`src/rtl/nand_op_event_gen_if.sv`:
```
// Command hand-off and status-result bundle observed by the NAND operation
// event generator. The master side is the channel controller or PHY, which
// drives everything. The slave side is the event generator, which only watches.
interface nand_op_event_gen_if #(
  parameter int WAY_WD = 2
);
  logic              i_cmd_valid;
  logic              i_cmd_ready;
  logic [1:0]        i_cmd_op;
  logic [WAY_WD-1:0] i_cmd_way;
  logic              i_status_valid;
  logic [WAY_WD-1:0] i_status_way;
  logic              i_status_fail;

  modport master (
    output i_cmd_valid, i_cmd_ready, i_cmd_op, i_cmd_way,
    output i_status_valid, i_status_way, i_status_fail
  );

  modport slave (
    input i_cmd_valid, i_cmd_ready, i_cmd_op, i_cmd_way,
    input i_status_valid, i_status_way, i_status_fail
  );
endinterface

```
`src/rtl/nand_op_event_gen.sv`:
```
// Per-way NAND operation event generator. It tracks each way through
// IDLE -> ARMED -> BUSY -> IDLE from command accepts and synchronized R/B#.
// It emits registered single-cycle start, end and fail pulses for the
// performance monitor.
module nand_op_event_gen #(
  parameter int WAY     = 4,
  parameter int WAY_WD  = 2,
  parameter int ARM_TMO = 255
) (
  input  logic                i_bus_clk,
  input  logic                i_bus_rstn,
  nand_op_event_gen_if.slave  cmd_if,
  input  logic [WAY-1:0]      i_rb_n,
  output logic [WAY-1:0]      o_prog_start,
  output logic [WAY-1:0]      o_prog_end,
  output logic [WAY-1:0]      o_read_start,
  output logic [WAY-1:0]      o_read_end,
  output logic [WAY-1:0]      o_erase_start,
  output logic [WAY-1:0]      o_erase_end,
  output logic [WAY-1:0]      o_op_fail,
  output logic [WAY-1:0]      o_way_busy,
  output logic                o_cmd_drop
);

  localparam int              CNT_W   = $clog2(ARM_TMO + 1);
  localparam logic [CNT_W-1:0] CNT_MAX = CNT_W'(ARM_TMO);

  localparam logic [1:0] OP_PROG  = 2'b01;
  localparam logic [1:0] OP_READ  = 2'b10;
  localparam logic [1:0] OP_ERASE = 2'b11;

  typedef enum logic [1:0] {
    IDLE  = 2'd0,
    ARMED = 2'd1,
    BUSY  = 2'd2
  } state_e;

  state_e           state_q [WAY];
  state_e           state_d [WAY];
  logic [1:0]       op_q    [WAY];
  logic [1:0]       op_d    [WAY];
  logic [CNT_W-1:0] cnt_q   [WAY];
  logic [CNT_W-1:0] cnt_d   [WAY];

  logic [WAY-1:0] rb_meta_q, rb_s_q;
  logic [WAY-1:0] prog_start_d, prog_end_d, read_start_d, read_end_d;
  logic [WAY-1:0] erase_start_d, erase_end_d, op_fail_d, way_busy_d;
  logic           cmd_drop_d;
  logic           acc;

  assign acc = cmd_if.i_cmd_valid & cmd_if.i_cmd_ready & (cmd_if.i_cmd_op != 2'b00);

  // Two-flop synchronizer for the asynchronous R/B# pins; idles high (ready)
  always_ff @(posedge i_bus_clk or negedge i_bus_rstn) begin
    if (!i_bus_rstn) begin
      rb_meta_q <= '1;
      rb_s_q    <= '1;
    end else begin
      rb_meta_q <= i_rb_n;
      rb_s_q    <= rb_meta_q;
    end
  end

  // Per-way next state plus the pulses that the transitions produce
  always_comb begin
    state_d       = state_q;
    op_d          = op_q;
    cnt_d         = cnt_q;
    prog_start_d  = '0;
    prog_end_d    = '0;
    read_start_d  = '0;
    read_end_d    = '0;
    erase_start_d = '0;
    erase_end_d   = '0;
    op_fail_d     = '0;
    way_busy_d    = '0;
    cmd_drop_d    = acc && (state_q[cmd_if.i_cmd_way] != IDLE);

    for (int w = 0; w < WAY; w++) begin
      case (state_q[w])
        IDLE: begin
          if (acc && (cmd_if.i_cmd_way == WAY_WD'(w))) begin
            state_d[w] = ARMED;
            op_d[w]    = cmd_if.i_cmd_op;
            cnt_d[w]   = '0;
            prog_start_d[w]  = (cmd_if.i_cmd_op == OP_PROG);
            read_start_d[w]  = (cmd_if.i_cmd_op == OP_READ);
            erase_start_d[w] = (cmd_if.i_cmd_op == OP_ERASE);
          end
        end
        ARMED: begin
          if (!rb_s_q[w]) begin
            state_d[w] = BUSY;
            cnt_d[w]   = '0;
          end else if (cnt_q[w] == CNT_MAX) begin
            // The device never went busy, so close the operation as failed.
            state_d[w]     = IDLE;
            cnt_d[w]       = '0;
            op_fail_d[w]   = 1'b1;
            prog_end_d[w]  = (op_q[w] == OP_PROG);
            read_end_d[w]  = (op_q[w] == OP_READ);
            erase_end_d[w] = (op_q[w] == OP_ERASE);
          end else begin
            cnt_d[w] = cnt_q[w] + 1'b1;
          end
        end
        BUSY: begin
          if (rb_s_q[w]) begin
            state_d[w]     = IDLE;
            prog_end_d[w]  = (op_q[w] == OP_PROG);
            read_end_d[w]  = (op_q[w] == OP_READ);
            erase_end_d[w] = (op_q[w] == OP_ERASE);
          end
        end
        default: state_d[w] = IDLE;
      endcase
      way_busy_d[w] = (state_d[w] != IDLE);
    end

    // A status FAIL merges with a timeout fail on the same way into one pulse.
    if (cmd_if.i_status_valid && cmd_if.i_status_fail)
      op_fail_d[cmd_if.i_status_way] = 1'b1;
  end

  // State, op latches, arm counters and all registered outputs
  always_ff @(posedge i_bus_clk or negedge i_bus_rstn) begin
    if (!i_bus_rstn) begin
      state_q       <= '{default: IDLE};
      op_q          <= '{default: 2'b00};
      cnt_q         <= '{default: '0};
      o_prog_start  <= '0;
      o_prog_end    <= '0;
      o_read_start  <= '0;
      o_read_end    <= '0;
      o_erase_start <= '0;
      o_erase_end   <= '0;
      o_op_fail     <= '0;
      o_way_busy    <= '0;
      o_cmd_drop    <= 1'b0;
    end else begin
      state_q       <= state_d;
      op_q          <= op_d;
      cnt_q         <= cnt_d;
      o_prog_start  <= prog_start_d;
      o_prog_end    <= prog_end_d;
      o_read_start  <= read_start_d;
      o_read_end    <= read_end_d;
      o_erase_start <= erase_start_d;
      o_erase_end   <= erase_end_d;
      o_op_fail     <= op_fail_d;
      o_way_busy    <= way_busy_d;
      o_cmd_drop    <= cmd_drop_d;
    end
  end

endmodule

```
`src/flat_wrapper.sv`:
```
// flat-port wrapper written by rule: the top's interface ports become plain ports
module nand_op_event_gen_flat 
#(
  parameter int WAY     = 4,
  parameter int WAY_WD  = 2,
  parameter int ARM_TMO = 255
)
  (i_bus_clk, i_bus_rstn, i_rb_n, o_prog_start, o_prog_end, o_read_start, o_read_end, o_erase_start, o_erase_end, o_op_fail, o_way_busy, o_cmd_drop, cmd_if_i_cmd_valid, cmd_if_i_cmd_ready, cmd_if_i_cmd_op, cmd_if_i_cmd_way, cmd_if_i_status_valid, cmd_if_i_status_way, cmd_if_i_status_fail);
  nand_op_event_gen_if #(.WAY_WD(WAY_WD)) cmd_if_i ();
  input  logic i_bus_clk;
  input  logic i_bus_rstn;
  input  logic [WAY-1:0] i_rb_n;
  output logic [WAY-1:0] o_prog_start;
  output logic [WAY-1:0] o_prog_end;
  output logic [WAY-1:0] o_read_start;
  output logic [WAY-1:0] o_read_end;
  output logic [WAY-1:0] o_erase_start;
  output logic [WAY-1:0] o_erase_end;
  output logic [WAY-1:0] o_op_fail;
  output logic [WAY-1:0] o_way_busy;
  output logic o_cmd_drop;
  input wire logic [$bits(cmd_if_i.i_cmd_valid)-1:0] cmd_if_i_cmd_valid;
  input wire logic [$bits(cmd_if_i.i_cmd_ready)-1:0] cmd_if_i_cmd_ready;
  input wire logic [$bits(cmd_if_i.i_cmd_op)-1:0] cmd_if_i_cmd_op;
  input wire logic [$bits(cmd_if_i.i_cmd_way)-1:0] cmd_if_i_cmd_way;
  input wire logic [$bits(cmd_if_i.i_status_valid)-1:0] cmd_if_i_status_valid;
  input wire logic [$bits(cmd_if_i.i_status_way)-1:0] cmd_if_i_status_way;
  input wire logic [$bits(cmd_if_i.i_status_fail)-1:0] cmd_if_i_status_fail;
  assign cmd_if_i.i_cmd_valid = cmd_if_i_cmd_valid;
  assign cmd_if_i.i_cmd_ready = cmd_if_i_cmd_ready;
  assign cmd_if_i.i_cmd_op = cmd_if_i_cmd_op;
  assign cmd_if_i.i_cmd_way = cmd_if_i_cmd_way;
  assign cmd_if_i.i_status_valid = cmd_if_i_status_valid;
  assign cmd_if_i.i_status_way = cmd_if_i_status_way;
  assign cmd_if_i.i_status_fail = cmd_if_i_status_fail;
  nand_op_event_gen #(.WAY(WAY), .WAY_WD(WAY_WD), .ARM_TMO(ARM_TMO)) u_core (.i_bus_clk(i_bus_clk), .i_bus_rstn(i_bus_rstn), .cmd_if(cmd_if_i), .i_rb_n(i_rb_n), .o_prog_start(o_prog_start), .o_prog_end(o_prog_end), .o_read_start(o_read_start), .o_read_end(o_read_end), .o_erase_start(o_erase_start), .o_erase_end(o_erase_end), .o_op_fail(o_op_fail), .o_way_busy(o_way_busy), .o_cmd_drop(o_cmd_drop));
endmodule
```
`config.mk`:
```
export PLATFORM = sky130hd
export DESIGN_NAME = nand_op_event_gen_flat
export DESIGN_NICKNAME = d
export VERILOG_FILES = /design/src/rtl/nand_op_event_gen_if.sv /design/src/rtl/nand_op_event_gen.sv /design/src/flat_wrapper.sv
export SDC_FILE = /design/constraint.sdc
export NUM_CORES = 1
export LEC_CHECK = 0
export BUFFER_PORTS_ARGS = -buffer_cell sky130_fd_sc_hd__buf_2
export CAP_MARGIN = 15
export CORE_UTILIZATION = 45
export DETAILED_ROUTE_END_ITERATION = 12
export GPL_TIMING_DRIVEN = 0
export PLACE_DENSITY = 0.73
export SETUP_SLACK_MARGIN = 0.3
export SYNTH_ARGS = -nofsm -noshare
export SYNTH_HDL_FRONTEND = slang
export SYNTH_SLANG_ARGS = --single-unit
export TNS_END_PERCENT = 100
```
`constraint.sdc`:
```
create_clock -name i_bus_clk -period 1.9 [get_ports i_bus_clk]
set_input_delay 0.095 -clock i_bus_clk [delete_from_list [all_inputs] [get_ports i_bus_clk]]
set_output_delay 0.095 -clock i_bus_clk [all_outputs]
set_load 0.05 [all_outputs]
```
# Word-level counts from Yosys, hierarchy flattened
# Index checks and enable logic that the tools add are counted.
# Widths: inputs -> output; s select.
[word_totals]
out_inout_bits = 33
register_bits = 89
word_cells = 224
[classes]
bitwise_logic = 4
n_mux = 126
order_cmp = 3
addsub = 4
reduce_logical = 30
eq_ne = 34
[op_table]
columns = ["cell", "n"]
rows = [
  ["$mux 8", 12],
  ["$mux 1", 73],
  ["$pmux 8 s2", 4],
  ["$mux 2", 18],
  ["$add 8x1->8 const B", 4],
  ["$eq 2x2->1 const B", 16],
  ["$eq 8x8->1 const B", 4],
  ["$pmux 1 s2", 12],
  ["$pmux 2 s3", 4],
  ["$eq 2x1->1 const B", 10],
  ["$reduce_bool 2->1", 10],
  ["$reduce_and 2->1", 8],
  ["$logic_not 2->1", 5],
  ["$ne 2x1->1 const B", 4],
  ["$logic_and 1x1->1", 7],
  ["$bmux 2 s2", 1],
  ["$mux 4", 1],
  ["$or 4x4->4", 1],
  ["$ge 3x3->1 const B", 1],
  ["$lt 2x3->1 const B", 1],
  ["$not 2->3", 1],
  ["$and 1x1->1", 2],
  ["$demux 1 s2", 1],
  ["$ge 2x1->1 const B", 1],
]

# Logic depth before layout (Yosys ltp)
# Gate-level depths: netlist of the first run.
[logic_depth]
ltp_word = 6
mapped_depth = 7

# Worst setup path before layout of the first run
# No wires, ideal clock.
[synth_path]
path_type = "flip-flop to flip-flop"
start = "register u_core.state_q[7] in the netlist's numbering"
end = "register u_core.cnt_q[31] in the netlist's numbering"
n_path_buf = 0
stages_incl_launch_ff = 7
period_less_slack_ns = 1.809
setup_slack_ns = 0.091
setup_ns = 0.083
arrival_time_ns = 1.726
path_cell_list = "dfrtp_1 inv_1 ha_1 or3b_1 a2bb2oi_1 or4_1 o21ai_0"
[synth_via]
elab_chain_cells = 3
word_cells_on_any_way = 6
classes_between = "2 x eq/ne; 1 x mux; 3 x reduce/logical"
[synth_lines]
columns = ["item", "line", "source"]
rows = [
  ["from (decl)", "nand_op_event_gen.sv:38", "state_e state_q [WAY];"],
  ["from (signal assigned)", "nand_op_event_gen.sv:141", "state_q <= state_d;"],
  ["$logic_not 2->1 or $eq 2x1->1 (tied branches)", "nand_op_event_gen.sv:80", "case (state_q[w])"],
  ["$ne 2x1->1 (no line) or $reduce_bool 2->1 (tied branches)", "--", ""],
  ["$reduce_and 2->1 (no line)", "--", ""],
  ["to (signal assigned)", "nand_op_event_gen.sv:143", "cnt_q <= cnt_d;"],
  ["to (decl)", "nand_op_event_gen.sv:42", "logic [CNT_W-1:0] cnt_q [WAY];"],
]
# Several ways; a longest one is shown, not always the timed one.
# A chain may end at the register's enable or synchronous reset.

# Worst setup path in the final report of the first run
[layout_path]
start = "register u_core.state_q[6] in the netlist's numbering"
end = "register u_core.cnt_q[31] in the netlist's numbering"
# The elaborated chain is that of the path after synthesis.

==> results of run 1 <==
## worst paths after layout
check	start	end	slack, ns	cells past startpoint
max	u_core.state_q[6]	u_core.cnt_q[31]	0.08	6
min	cmd_if_i_status_way[1]	u_core.o_op_fail[0]	0.06	3
max reg2reg	u_core.state_q[6]	u_core.cnt_q[31]	0.08	6
min reg2reg	u_core.rb_meta_q[0]	u_core.rb_s_q[0]	0.35	0
max in group asynchronous	i_bus_rstn	u_core.rb_s_q[3]	1.02	3
min in group asynchronous	i_bus_rstn	u_core.cnt_q[29]	0.20	2
## metal layers
metal  share of wire (%)  GRT usage, %  up-vias
li1                    -             -     1732
met1                  45          26.6     1761
met2                  50          33.2       92
met3                 3.3          3.90       11
met4                 1.3          7.92        0
met5                   0             0        -
## what timing repair did
action / in CTS / in global routing
resized for setup: 40 / 44
setup endpoints to repair: 39 / 53
endpoints found under the hold margin: 35 / 0
cloned: 0 / 1
hold buffers: 6 / 0
buffers inserted: 33 / 10
pin swaps: 19 / 23
## cells by family (layout without fill, tap and decap cells)
family | count (synthesis) | count (layout) | synth area share, %
compound gates | 102 | 102 | 15.9
fa+ha+maj | 20 | 20 | 5.81
buf+inv | 35 | 149 | 3.49
flops | 89 | 89 | 52.0
mux | 9 | 9 | 2.32
simple gates | 169 | 169 | 20.5
## worst register-to-register path, delay by kind of cell (launching register included)
| kind | cells | cell delay (ns) |
|---|---|---|
| DFF | 1 | 0.42 |
| buffers and inverters | 1 | 0.08 |
| and+or+nand+nor | 2 | 0.88 |
| AOI/OAI and AO/OA | 2 | 0.24 |
| adders and majority gates | 1 | 0.13 |
## area by class of cell
cell class              count  area [sq um]  share of cell area [%]
multi-input cells         300          2250                    39.0
flip-flops and latches     89          2240                    38.9
well taps                 129           161                    2.80
inverters                  24          95.1                    1.65
clock buffers              10           138                    2.39
repair buffers             98           671                    11.6
clock inverters             6           113                    1.95
plain buffers              11          95.1                    1.65
## power by group through the flow
stage               clock network (mW)  logic (mW)  registers, mW
floorplan                            0        1.16           2.62
global placement                     0        1.66           2.49
detailed placement                   0        1.73           2.51
CTS                               1.65        2.23           2.42
global route                      1.72        2.74           2.47
finish                            1.63        2.53           2.44
## stage by stage
| stage | utilization, % | worst slack, ns |
|---|---|---|
| 6_report | 62.4 | 0.0841 |
| 5_1_grt | 62.4 | 0.0409 |
| 4_1_cts | 59.7 | 0.0601 |
| 3_5_place_dp | 52.4 | -0.0515 |
| 3_3_place_gp | 52.0 | -0.00600 |
| 2_1_floorplan | - | 0.150 |
## cells in the final DEF, fill, tap and decap left out, drive strengths merged, types with 6 or more instances in the layout
cell	n
nor3	17
dfrtp	81
nand2	38
dfstp	8
ha	20
nor2	36
and3	9
buf	100
clkbuf	13
mux2	8
dlygate4sd3	6
nand2b	7
nand4	6
a21oi	22
nand3	17
o21ai	35
and2	7
inv	26
a22o	7
## sequential cells by signal (all words and copies together), names as in the netlist
signal                count
u_core.o_prog_start       4
u_core.rb_meta_q          4
u_core.state_q            8
u_core.o_erase_start      4
u_core.o_prog_end         4
u_core.o_erase_end        4
u_core.o_read_start       4
u_core.o_read_end         4
u_core.cnt_q             32
u_core.o_way_busy         4
u_core.o_cmd_drop         1
u_core.rb_s_q             4
u_core.op_q               8
u_core.o_op_fail          4
==> flow_summary.ini, run 1 <==
[run_status]
status = finished, final reports clean

[cells_and_area]
drive_above_1_share_pct = 37.2
final_nets = 569
area_growth_pct = 33.9
final_cells = 667
n_fill_cell = 707
fin_area_sq_mm = 0.00576
diodes = 0

[synthesis]
async_reset_ff_share_pct = 100
syn_inst = 424
synth_top_area_cell = dfrtp_1
synth_seq_cells = 89
syn_area_per_cell_sq_um = 10.2
synthTopCellsByCount = dfrtp_1 (81), nand2_1 (38), nor2_1 (36), o21ai_0 (30), inv_1 (24)
synth-edff-count = 0
syn-cell-area_sq_mm = 0.00431
synth_area_leaders = dfrtp_1 (47%), ha_1 (5.8%), dfstp_2 (4.9%)
yosysSeqAreaShare_pct = 52.0
syn_nets = 460
synth_most_common_cell = dfrtp_1
yosys_warnings = 0
netlist.area_leader.share_pct = 47.1
synthFlopType = dfrtp_1
synth.distinct_cells = 58

[die]
die_area_sq_mm = 0.00996
start_util_pct = 46.6
dieHeight_microns = 99.8
core_area_sq_mm = 0.00924
pin_count = 49
die-width_microns = 99.8
row_count = 35

[job]
max_cap_violations = 0

[placement]
placed_cells = 601
placed_cell_area_sq_mm = 0.00484
hpwl_microns = 6280
gp_congestion = 0.800
portBuffers = 47

[setup_path]
critical_path_required_ns = 2.20
crit_buf_inv = 1
arrival_ns = 2.12
startpoint_type = flop
max_stage_delay_ns = 0.49
crit_slowest_cell = or4_4
cp-end-kind = flop
path_max_fanout = 4
worstPathCellList = inv_2 -> ha_4 -> or3b_4 -> a2bb2oi_4 -> or4_4 -> o21ai_2
crit_family = simple AND/OR/NAND/NOR gates
critical_path_class = reg2reg

[global_routing]
grt_overflow = 0
grt_first_pass_wirelength_microns = 15900
grt_max_degree = 60
grt_usage_pct = 20.3
grt_pass1_vias = 3388
antenna_found_initial = 0

[sta]
hold_violations = 0
period_share_pct = 95.6
fin_worst_skew_ns = 0.0123
fmax_mhz = 551
worst_pin_slew_ns = 0.424
setup_tns_ns = 0
drv_slew = 0
setup-violations-final = 0
rsz0062_at_grt = true
period_minus_slack_ns = 1.82
slew_headroom_pct = 71.6
hold_ws_ns = 0.0644

[clocking]
cts_num_sinks = 89
cts_made_buffers = 9
cts-root-buf = clkbuf_8
tritoncts = yes
clock_path_buffers = 2
clk_latency_ns = 0.37
ctsHtreeMaxLevel = 3
clkSlewWorstSetupHoldPaths_ns = 0.09

[drt]
wl_per_cell_microns = 15.3
routed_via_density = 5.39
drcViolationCount = 0
finalWirelength_microns = 10200
ant_nets = 0
first_pass_iters = 4
vias = 3596
drtIter0Drc = 200

[pwr]
comb_power_share_pct = 38.4
power_frac_seq_pct = 37.0
switching_share_pct = 34.8
ir_worst_vdd_mv = 0.476
total_power_mw = 6.60
leakagePower_nw = 2.76
p_switching_mw = 2.30
p_int_mw = 4.30
power.density_mw_per_mm2 = 1150
clkPwrFrac_pct = 24.7

[hold_path]
hold_class = in2reg
Power figures use the tool's default switching activity.
==> inputs of run 2 (changes only) <==
--- a/config.mk
+++ b/config.mk
@@ -5,6 +5,7 @@
 export SDC_FILE = /design/constraint.sdc
 export NUM_CORES = 1
 export LEC_CHECK = 0
+export ABC_AREA = 1
 export BUFFER_PORTS_ARGS = -buffer_cell sky130_fd_sc_hd__buf_2
 export CAP_MARGIN = 15
 export CORE_UTILIZATION = 45
==> flow_summary.ini, run 2 <==
[run_status]
status = finished, final reports clean

[synthesis]
syn_area_per_cell_sq_um = 8.33
synthSimpleGateAreaFrac_pct = 27.7
synthTopCellsByCount = nand2_1 (143), inv_1 (90), dfrtp_1 (81), nor2_1 (51), nand3_1 (34)
synth_area_leaders = dfrtp_1 (46%), nand2_1 (12%), inv_1 (7.6%)
muxShareOfSynthArea_pct = 0
syn-cell-area_sq_mm = 0.00445
syn_inst = 534
synth_top_area_cell = dfrtp_1
synth_seq_cells = 89
synth-edff-count = 0
synth.distinct_cells = 30
async_reset_ff_share_pct = 100
netlist.area_leader.share_pct = 45.6
yosysSeqAreaShare_pct = 50.3
synthAdderAreaFrac_pct = 5.62
synthFlopType = dfrtp_1
yosys_warnings = 0
syn_nets = 570
synth-compound-area-share_pct = 6.66
synth-xor-area-share_pct = 0.591
synth_most_common_cell = nand2_1
synth_top_family_by_area = simple AND/OR/NAND/NOR gates

[die]
row_count = 35
core_area_sq_mm = 0.00942
start_util_pct = 47.3
pin_count = 49
dieHeight_microns = 101
die_area_sq_mm = 0.0103
die-width_microns = 101

[global_routing]
grt_overflow = 0
antenna_found_initial = 0
grt_usage_pct = 18.7
grt_first_pass_wirelength_microns = 15000
grt_pass1_vias = 3344
grt_max_degree = 62

[setup_path]
cp-end-kind = flop
rrSetupSlack_ns = 0.35
path_max_fanout = 5
crit_start = u_core.state_q[4]
rr_endpoint = u_core.cnt_q[16]
critical_path_class = reg2reg
reg2reg_from = u_core.state_q[4]
r2r_cells = 8
startpoint_type = flop
critical_path_required_ns = 2.15
arrival_ns = 1.80

[drt]
drtIter0Drc = 145
wl_per_cell_microns = 12.4
finalWirelength_microns = 9240
routed_via_density = 4.93
first_pass_iters = 5
ant_nets = 0
vias = 3682
drcViolationCount = 0

[sta]
drv_slew = 0
period_minus_slack_ns = 1.55
setup_tns_ns = 0
fin_worst_skew_ns = 0.00923
period_share_pct = 81.4
hold_violations = 0
worst_pin_slew_ns = 0.378
rsz0062_at_grt = false
slew_headroom_pct = 74.8
final.setup.worst_slack_ns = 0.354
fmax_mhz = 647
setup-violations-final = 0

[cells_and_area]
mostFrequentLayoutCells = nand2_1 (138), inv_1 (87), dfrtp_1 (80), nor2_1 (49), buf_2 (46)
diodes = 0
final_common_cell = nand2_1
largest_register_ff_count = 32
top_register = u_core.cnt_q
fin_area_sq_mm = 0.00537
n_fill_cell = 830
area_growth_pct = 20.6
reg_top3 = u_core.cnt_q (32), u_core.op_q (8), u_core.state_q (8)
final_cells = 747
drive_above_1_share_pct = 20.6
final_nets = 650

[clocking]
clkSlewWorstSetupHoldPaths_ns = 0.08
cts_made_buffers = 9
tritoncts = yes
ctsHtreeMaxLevel = 3
clk_latency_ns = 0.36
cts_num_sinks = 89
clock_path_buffers = 2
cts-root-buf = clkbuf_8

[pwr]
power.density_mw_per_mm2 = 1120
ir_worst_vdd_mv = 0.487
leakagePower_nw = 2.89

[placement]
gp_congestion = 0.837
hpwl_microns = 6410
portBuffers = 46
dp_slack_ns = 0.212
placed_cells = 710
placed_cell_area_sq_mm = 0.00487

[hold_path]
hold_class = in2reg
min_to = u_core.o_prog_start[3]
whs_path_depth = 2
min_from = cmd_if_i_cmd_op[1]

[job]
max_cap_violations = 0
[run 2: final cells by class]
type                            instances  area [sq um]  share of cell area, %
Multi-Input combinational cell        347          1890                   35.3
Timing Repair Buffer                   69           455                   8.48
Buffer                                  8          71.3                   1.33
Tap cell                              129           161                   3.01
Clock buffer                           10           128                   2.38
Sequential cell                        89          2240                   41.7
Inverter                               90           338                   6.29
Clock inverter                          5          81.3                   1.52
[run 2: logic make-up after synthesis]
kind of cell / Yosys count
AOI/OAI and AO/OA: 54
xor gates and xnor gates: 3
adders and majority gates: 20
buffers and inverters: 98
DFF: 89
and+or+nand+nor: 270
[run 2: worst max path at each step]
| stage | to | cells after the start |
|---|---|---|
| floorplan | u_core.cnt_q[0] | 8 |
| global placement | u_core.o_read_end[2] | 1 |
| detailed placement | u_core.cnt_q[5] | 9 |
| CTS | u_core.cnt_q[5] | 9 |
| global route | u_core.o_way_busy[1] | 8 |
| finish | u_core.cnt_q[16] | 8 |
[run 2: metal layers]
layer,vias to the layer above,GRT usage (%),wire length (microns)
met4,0,6.91,176
met1,1721,25.5,4420
li1,1828,-,-
met3,21,3.04,355
met2,112,30.4,4280
met5,-,0,0
[run 2: what timing repair did]
action                     in CTS  in global routing
gates resized for setup        10                 17
cloned                          0                  2
hold buffers                    6                  0
buffers inserted                3                 11
setup endpoints to repair      22                 39
hold endpoints to repair       36                  0
pin swaps                       0                  5
[run 2: where the power goes]
group / internal [mW] / leakage (nW) / switching (mW)
Combinational: 0.828 / 1.61 / 1.32
Sequential: 2.24 / 1.18 / 0.249
Clock: 0.734 / 0.102 / 0.662
Total: 3.80 / 2.89 / 2.23
[run 2: stage by stage]
stage	hold slack, ns	total power, mW	utilization (%)
2_1_floorplan	-0.201	3.84	-
4_1_cts	0.00121	5.83	55.3
3_5_place_dp	0.0455	4.31	51.7
5_1_grt	0.00320	6.44	57.0
3_3_place_gp	0.200	4.23	51.4
6_report	0.0119	6.03	57.0
[run 2: worst max-delay path: stages (launching register included)]
cell	delay, ns
dfrtp_2	0.44
buf_4	0.15
ha_4	0.17
inv_1	0.08
or2_2	0.13
nand2_4	0.07
buf_8	0.13
buf_4	0.12
o21a_1	0.15
==> inputs of run 3 (changes only) <==
--- a/config.mk
+++ b/config.mk
@@ -11,7 +11,7 @@
 export CORE_UTILIZATION = 45
 export DETAILED_ROUTE_END_ITERATION = 12
 export GPL_TIMING_DRIVEN = 0
-export PLACE_DENSITY = 0.73
+export PLACE_DENSITY = 0.71
 export SETUP_SLACK_MARGIN = 0.3
 export SYNTH_ARGS = -nofsm -noshare
 export SYNTH_HDL_FRONTEND = slang
==> constraint.sdc (replaced) <==
create_clock -name i_bus_clk -period 1.5 [get_ports i_bus_clk]
set_input_delay 0.075 -clock i_bus_clk [delete_from_list [all_inputs] [get_ports i_bus_clk]]
set_output_delay 0.075 -clock i_bus_clk [all_outputs]
set_load 0.05 [all_outputs]
==> flow_summary.ini, run 3 (same netlist as run 2, synthesis figures left out) <==
[setup_path]
crit_slowest_cell = dfrtp_1
startpoint_type = flop
critical_path_required_ns = 1.76
path_max_fanout = 5
critical_path_class = reg2reg
arrival_ns = 1.70
max_stage_delay_ns = 0.40
cp-end-kind = flop
worstPathCellList = inv_2 -> ha_4 -> inv_2 -> or2_4 -> nand2_4 -> buf_6 -> nand3_2 -> nand2_1 -> nor2_1
crit_path_frequent_cell = inv_2

[sta]
drv_slew = 0
final.setup.worst_slack_ns = 0.0605
rsz0062_at_grt = true
setup-violations-final = 0
hold_violations = 0
period_share_pct = 96.0
fin_worst_skew_ns = 0.00915
fmax_mhz = 695
period_minus_slack_ns = 1.44
worst_pin_slew_ns = 0.492
slew_headroom_pct = 67.2

[clocking]
clock_path_buffers = 2
ctsHtreeMaxLevel = 3
tritoncts = yes
clkSlewWorstSetupHoldPaths_ns = 0.09
cts_made_buffers = 9
cts-root-buf = clkbuf_8
clk_latency_ns = 0.37
cts_num_sinks = 89

[global_routing]
grt_pass1_vias = 3807
grt_overflow = 0
grt_first_pass_wirelength_microns = 17000
grt_usage_pct = 21.5
antenna_found_initial = 1
grt_max_degree = 54

[drt]
drcViolationCount = 0
finalWirelength_microns = 11400
drtIter0Drc = 131
routed_via_density = 5.06
first_pass_iters = 5
wl_per_cell_microns = 14.4
ant_nets = 0
vias = 4014

[die]
row_count = 35
die-width_microns = 101
pin_count = 49
core_area_sq_mm = 0.00942
die_area_sq_mm = 0.0103
start_util_pct = 47.3
dieHeight_microns = 101

[pwr]
comb_power_share_pct = 44.2
leakagePower_nw = 3.23
ir_worst_vdd_mv = 0.746
total_power_mw = 8.88
power_frac_seq_pct = 36.7
p_switching_mw = 3.49
switching_share_pct = 39.4
p_int_mw = 5.38
clkPwrFrac_pct = 19.2
power.density_mw_per_mm2 = 1410

[cells_and_area]
area_growth_pct = 41.9
final_nets = 695
mostFrequentLayoutCells = nand2_1 (102), dfrtp_1 (76), inv_1 (60), buf_4 (45), buf_2 (45)
final_common_cell = nand2_1
top_register = u_core.cnt_q
fin_area_sq_mm = 0.00631
drive_above_1_share_pct = 45.7
final_cells = 793
reg_top3 = u_core.cnt_q (32), u_core.op_q (8), u_core.state_q (8)
largest_register_ff_count = 32

[placement]
hpwl_microns = 6400
portBuffers = 46
placed_cell_area_sq_mm = 0.00500
gp_congestion = 0.849
dp_slack_ns = -0.0512
placed_cells = 710

[hold_path]
hold_class = in2reg

[job]
max_cap_violations = 0

[run_status]
status = finished, final reports clean
## run 3: cell types whose count changed in the layout (fill, tap and decap cells not counted), sizes merged
cell,before,now
bufinv,2,1
diode,0,1
dlygate4sd3,6,8
buf,68,112
clkinv,2,0
clkbuf,13,15
## run 3: path summary, 6_finish.rpt
check | from | end | slack [ns] | cells past startpoint
worst max-delay path | u_core.state_q[1] | u_core.cnt_q[5] | 0.06 | 9
worst min-delay path | cmd_if_i_cmd_op[1] | u_core.o_read_start[0] | 0.01 | 3
worst max register to register | u_core.state_q[1] | u_core.cnt_q[5] | 0.06 | 9
worst min register to register | u_core.rb_meta_q[1] | u_core.rb_s_q[1] | 0.35 | 0
max in group asynchronous | i_bus_rstn | u_core.rb_meta_q[3] | 0.63 | 3
min in group asynchronous | i_bus_rstn | u_core.cnt_q[30] | 0.20 | 2
## run 3: repair_timing
action | CTS | global route
buffers inserted | 39 | 16
hold buffers | 8 | 0
pin swaps | 37 | 48
endpoints found under the setup margin | 64 | 80
cloned | 4 | 0
hold endpoints to repair | 44 | 0
gates resized for setup | 99 | 86
## run 3: power groups by stage
stage / combinational [mW] / clock, mW / sequential [mW]
detailed placement: 2.50 / 0 / 3.23
CTS: 3.28 / 1.72 / 3.18
finish: 3.92 / 1.70 / 3.25
global placement: 2.43 / 0 / 3.22
global route: 4.24 / 1.82 / 3.30
floorplan: 1.75 / 0 / 3.38
## run 3: final cells by class
cell class                 instances  area [sq um]
clock buffer                      13           159
clock inverter                     2          37.5
timing repair buffer             114           847
multi-input combinational        347          2420
antenna                            1          2.50
tap                              129           161
sequential                        89          2240
fill                             674          3100
inverter                          90           368
buffer                             8          70.1
## run 3: per-layer routing
metal / part of all wire (%) / wire [microns] / GRT usage (%)
met3: 3.8 / 432 / 4.14
met5: 0.11 / 13 / 0
met2: 52 / 5900 / 37.6
met4: 2.1 / 243 / 10.1
met1: 42 / 4820 / 25.4
## run 3: through the flow
step / hold WS [ns] / util, % / TNS (ns)
after floorplan: -0.221 / - / 0
after global placement: 0.180 / 52.8 / -32.71
after detailed placement: 0.0781 / 53.1 / -0.0721
after CTS: 0.0133 / 62.7 / 0
after global routing: 0.0270 / 67.0 / 0
final: 0.0127 / 67.1 / 0
## run 3: worst max-delay path, delay by kind of cell (launching register included)
| family | cells | cell delay, ns |
|---|---|---|
| AND/OR/NAND/NOR | 5 | 0.48 |
| flip-flops | 1 | 0.40 |
| buffers and inverters | 3 | 0.29 |
| adder cells (fa/ha/maj) | 1 | 0.16 |
